--- src/rtl/seg7_scan_driver.sv ---
// Multiplexed N-digit hex 7-segment scan driver.
// Core logic writes a pending buffer with a load strobe. The pending data is
// promoted to the display buffer only at a frame boundary, so a frame always
// shows one consistent value. One digit is driven at a time. Each digit is held
// for REFRESH_DIV clocks. Per-digit decimal points, force-blank and
// leading-zero suppression are supported. All pin outputs are registered.
module seg7_scan_driver #(
  parameter int NUM_DIGITS  = 4,
  parameter int REFRESH_DIV = 100000
) (
  input  logic                    clk,
  input  logic                    rst_n,
  input  logic [4*NUM_DIGITS-1:0] value,
  input  logic [NUM_DIGITS-1:0]   dp_in,
  input  logic                    load,
  input  logic [NUM_DIGITS-1:0]   blank_in,
  input  logic                    lz_suppress,
  output logic [6:0]              seg,
  output logic                    dp,
  output logic [NUM_DIGITS-1:0]   an,
  output logic                    frame_tick
);

  localparam int PW = (REFRESH_DIV > 1) ? $clog2(REFRESH_DIV) : 1;
  localparam int IW = (NUM_DIGITS > 1) ? $clog2(NUM_DIGITS) : 1;
  localparam int VW = 4 * NUM_DIGITS;
  localparam logic [PW-1:0] PS_LAST  = PW'(REFRESH_DIV - 1);
  localparam logic [IW-1:0] IDX_LAST = IW'(NUM_DIGITS - 1);

  logic [PW-1:0]         prescaler;
  logic [IW-1:0]         idx;
  logic [VW-1:0]         disp_val;
  logic [NUM_DIGITS-1:0] disp_dp;
  logic [VW-1:0]         pend_val;
  logic [NUM_DIGITS-1:0] pend_dp;
  logic                  pend_valid;

  logic                  tc;
  logic                  boundary;
  logic [IW-1:0]         idx_next;
  logic [VW-1:0]         frame_val;
  logic [NUM_DIGITS-1:0] frame_dp;
  logic [3:0]            nib;
  logic                  dp_req;
  logic                  blank_req;
  logic                  upper_zero;
  logic                  slot_blank;
  logic [NUM_DIGITS-1:0] an_next;

  // Hex nibble to active-low segment pattern {a,b,c,d,e,f,g}
  function automatic logic [6:0] hex_to_seg(input logic [3:0] h);
    case (h)
      4'h0:    hex_to_seg = 7'b0000001;
      4'h1:    hex_to_seg = 7'b1001111;
      4'h2:    hex_to_seg = 7'b0010010;
      4'h3:    hex_to_seg = 7'b0000110;
      4'h4:    hex_to_seg = 7'b1001100;
      4'h5:    hex_to_seg = 7'b0100100;
      4'h6:    hex_to_seg = 7'b0100000;
      4'h7:    hex_to_seg = 7'b0001111;
      4'h8:    hex_to_seg = 7'b0000000;
      4'h9:    hex_to_seg = 7'b0000100;
      4'hA:    hex_to_seg = 7'b0001000;
      4'hB:    hex_to_seg = 7'b1100000;
      4'hC:    hex_to_seg = 7'b0110001;
      4'hD:    hex_to_seg = 7'b1000010;
      4'hE:    hex_to_seg = 7'b0110000;
      default: hex_to_seg = 7'b0111000;
    endcase
  endfunction

  assign tc       = (prescaler == PS_LAST);
  assign idx_next = (idx == IDX_LAST) ? '0 : idx + 1'b1;
  assign boundary = tc && (idx_next == '0);

  // Data the slot being entered decodes from. At a boundary this is the data
  // that becomes visible for the new frame, so digit 0 already shows it.
  always_comb begin
    frame_val = disp_val;
    frame_dp  = disp_dp;
    if (boundary) begin
      if (load) begin
        frame_val = value;
        frame_dp  = dp_in;
      end else if (pend_valid) begin
        frame_val = pend_val;
        frame_dp  = pend_dp;
      end
    end
  end

  // Select the entering digit's nibble and controls, and find leading zeros
  always_comb begin
    nib        = 4'h0;
    dp_req     = 1'b0;
    blank_req  = 1'b0;
    upper_zero = 1'b1;
    an_next    = '1;
    for (int i = 0; i < NUM_DIGITS; i++) begin
      if (IW'(i) == idx_next) begin
        nib        = frame_val[4*i +: 4];
        dp_req     = frame_dp[i];
        blank_req  = blank_in[i];
        an_next[i] = 1'b0;
      end
      if ((IW'(i) >= idx_next) && (frame_val[4*i +: 4] != 4'h0))
        upper_zero = 1'b0;
    end
    slot_blank = blank_req || (lz_suppress && (idx_next != '0) && upper_zero);
  end

  // Slot timer and digit index
  always_ff @(posedge clk or negedge rst_n) begin
    if (!rst_n) begin
      prescaler <= '0;
      idx       <= IDX_LAST;
    end else if (tc) begin
      prescaler <= '0;
      idx       <= idx_next;
    end else begin
      prescaler <= prescaler + 1'b1;
    end
  end

  // Pending/display buffers; display only changes at frame boundaries
  always_ff @(posedge clk or negedge rst_n) begin
    if (!rst_n) begin
      disp_val   <= '0;
      disp_dp    <= '0;
      pend_val   <= '0;
      pend_dp    <= '0;
      pend_valid <= 1'b0;
    end else if (boundary) begin
      disp_val   <= frame_val;
      disp_dp    <= frame_dp;
      pend_valid <= 1'b0;
    end else if (load) begin
      pend_val   <= value;
      pend_dp    <= dp_in;
      pend_valid <= 1'b1;
    end
  end

  // Registered pin outputs, updated on every slot change
  always_ff @(posedge clk or negedge rst_n) begin
    if (!rst_n) begin
      an         <= '1;
      seg        <= 7'b1111111;
      dp         <= 1'b1;
      frame_tick <= 1'b0;
    end else begin
      frame_tick <= boundary;
      if (tc) begin
        if (slot_blank) begin
          an  <= '1;
          seg <= 7'b1111111;
          dp  <= 1'b1;
        end else begin
          an  <= an_next;
          seg <= hex_to_seg(nib);
          dp  <= ~dp_req;
        end
      end
    end
  end

endmodule
--- config.mk ---
export PLATFORM = sky130hd
export DESIGN_NAME = seg7_scan_driver
export DESIGN_NICKNAME = d
export VERILOG_FILES = /design/src/rtl/seg7_scan_driver.sv
export SDC_FILE = /design/constraint.sdc
export NUM_CORES = 1
export LEC_CHECK = 0
export ABC_AREA = 1
export CORE_MARGIN = 1.5
export CORE_UTILIZATION = 62
export CTS_CLUSTER_DIAMETER = 150
export DETAILED_ROUTE_END_ITERATION = 8
export PLACE_DENSITY = 0.85
export SETUP_SLACK_MARGIN = 0.05
export SYNTH_ARGS = -nofsm -noshare
export SYNTH_HDL_FRONTEND = slang
export SYNTH_SLANG_ARGS = --single-unit
--- constraint.sdc ---
create_clock -name clk -period 5.42 [get_ports clk]
set_input_delay 1.084 -clock clk [delete_from_list [all_inputs] [get_ports clk]]
set_output_delay 1.084 -clock clk [all_outputs]
set_load 0.02 [all_outputs]
==> results.md <==
- Detailed Place HPWL: between 6000 and 7000 microns
- IO Pins: between 40 and 50
- Data required, critical path: between 5000 and 6000 ps
- Largest net degree at the start of global routing: 74
- Cell total after placement: around 650
- Syn Inst Count: 543
- CTS root buf: clkbuf_8
- Critical path data arrival time: about 3800 ps
- Syn nets: ~580
- Hold Crit Class: flip-flop to flip-flop
- Leakage: approximately 2.4 nW
- Via count: approximately 3700
- Post-CTS Setup Inserts: 0
- Relative slew margins: between 30 and 40%
- Seq cells post-synth: 73
- Startpoint types: primary input
- Final hold viol count: 0
- Die W: roughly 85 microns
- Crit end category: flip-flop
- Antenna Cells: 0
- Distinct cells, synth: 44
- Post-synth EDFFs: 0
- CTS max path bufs: 2
- VDD IR-drop max: around 0.17 mV
- CTS Buf Count: 9
- Failing checks: DRC
- GP Congestion: roughly 0.97
- Full die area: just over 7000 sq um
- Tmin final: between 3000 and 4000 ps
- Worst Max-Slew Pin Slew: 921.6 ps
- Slew Limit Fails: 0
- Outcome: finished, violations left
- CP Class: primary input to flip-flop
- # hold bufs at CTS: 0
- DRT Pass-1 Iters: 7
- Routed len/inst: ~14 microns
- Power Density: between 200 and 250 nW/um^2
- Initial antenna violation count: 0
- Starting density of the core: around two thirds
- Area of the mapped netlist: approximately 4200 sq um
- H-tree levels: 3
- Core area: approximately 6400 sq um
- Antenna viol nets, final: 0
- Area delta synth->final: 14.98%
- Most common cell after layout, fill and taps aside: nand2_1
- DR iter-0 viols: between 200 and 300
- Layout Nets: 620
- Die height: roughly 85 microns
- CTS clk-pin slew, worst paths: 70 ps
- Yosys warns: 0
- Share of cells above drive strength 1: between 10% and 20%
- Final period util: between 60% and 70%
- Clk_lat worst skew: 350 ps
- Total Wirelength: between 9000 and 10000 microns
- Max Cap Viol: 0
- Gr usage total: approximately 28%
- RSZ-0062 raised after global routing: false
- Synth top area cells: dfrtp_1 (35%), nand2_1 (15%), dfstp_2 (8.8%)
- Commonest cells after routing, fill and taps aside: nand2_1 (165), inv_1 (68), dfrtp_1 (59)
- Mapped Avg Cell Area: about 7.7 sq um
- CTS resizes: 0
- Clock Skew: between 7 and 8 ps
- Clk sinks: 73
- Main synth FF type: dfrtp_1
- CTS tree: yes
- Post-DR vias/cell: ~5.6
- FP Rows: 29
- Pwr Total: roughly 1.1 mW
- Setup-failing EPs final: 0
- Sequential fraction of the synthesis area: between 40 and 50%
- Critical-path maximum fanout: 28
- Highest clock rate: roughly 280 MHz
- Fin Setup TNS: 0 ps
- First-pass GRT wire length: around 16000 microns
- FFs w/ async S/R, synth: between 90% and 100%
- Total grt overflow: 0
- Area leader, netlist: dfrtp_1
- Finished Layout Cells: 663
- Count of input and output buffers: 40
- Number of global-route vias before repair: about 3600
- Yosys top cell area share: roughly a third
- Drt drc: 1
[cells in the mapped netlist (2+ instances only)]
cell type  instances
o21a_1             2
dfrtp_1           59
o22ai_1           10
nand3_2            5
inv_2              8
nand2_2            9
inv_1             68
xor2_1             3
nor2_1            46
nor4_1             2
or2_2              2
nand4_2            2
a21oi_1           16
nand3_1           26
clkbuf_1           4
nand4_1           13
nand2_4            3
nand2_1          165
o21ai_1            2
buf_2              9
dfstp_2           14
o21ai_0           21
nor2_2             6
nor3_1             5
ha_1              11
mux2_2            12
nor2_4             2
clkinv_1           2
[flip-flops by register name, summed over array words and instances (netlist names)]
register and count:
prescaler 17, disp_val 16, pend_val 16, seg 7, an 4, disp_dp 4
pend_dp 4, idx 2, dp 1, frame_tick 1, pend_valid 1
[kinds of logic (layout without fill, tap and decap cells)]
| logic type | count (synthesis) | after routing | share of synthesized area, % |
|---|---|---|---|
| DFF | 73 | 73 | 44.07 |
| muxes | 13 | 13 | 3.468 |
| and+or+nand+nor | 289 | 289 | 31.06 |
| xor gates and xnor gates | 3 | 3 | 0.6279 |
| AOI/OAI and AO/OA | 62 | 62 | 8.790 |
| buffers and inverters | 92 | 135 | 8.699 |
| adders and majority gates | 11 | 11 | 3.288 |
[worst paths after layout]
check,from,endpoint,slack [ps],depth (start not counted)
min in group asynchronous,rst_n,pend_val[4],940,2
hold / removal,prescaler[0],prescaler[0],470,1
setup reg to reg,idx[1],seg[3],2240,13
hold reg to reg,prescaler[0],prescaler[0],470,1
setup / recovery,load,seg[6],1860,18
max in group asynchronous,rst_n,disp_dp[2],3890,2
[area by class of cell]
type                       instances  area [sq um]
multi-input combinational        378          1977
sequential                        73          1844
fill                             515          1610
timing repair buffer              41         402.9
inverter                          78         292.8
clock buffer                      13         158.9
tap                               77         96.34
clock inverter                     3         40.04
[metrics by stage]
step                setup slack (ps)  hold slack (ps)  instance area [sq um]  utilization [%]
global placement                1741            454.1                   4613            71.83
global route                    1664            490.4                   4812            74.93
detailed placement              1584            459.8                   4613            71.83
floorplan                       2532            432.9                   4185                -
CTS                             1947            469.5                   4812            74.93
finish                          1863            474.5                   4812            74.93
[critical path: stages]
cell and delay [ps]:
clkdlybuf4s50_1 590, inv_2 400, nand2_1 250, o22ai_1 180
inv_1 60, nor2_1 110, a21oi_1 80, inv_1 70
nor2_1 50, a21oi_2 220, inv_1 130, ha_1 230
inv_1 70, nand3_1 70, nand3_1 80, nand3_1 80
nand2_1 60, inv_1 30
[power by group]
part / internal [mW] / switching [mW] / total (mW) / leakage [nW]
Clock: 0.237 / 0.195 / 0.432 / 0.103
Sequential: 0.560 / 0.00793 / 0.568 / 0.832
Combinational: 0.0387 / 0.0398 / 0.0784 / 1.44
Total: 0.835 / 0.243 / 1.08 / 2.38
[per-layer routing]
layer	vias up	track usage [%]	routed length, microns
met5	-	0	0
met4	0	10.88	227
met3	28	6.031	490
met2	125	46.39	4571
met1	1776	36.52	4230
li1	1797	-	-
(Power assumes the default switching activity.)
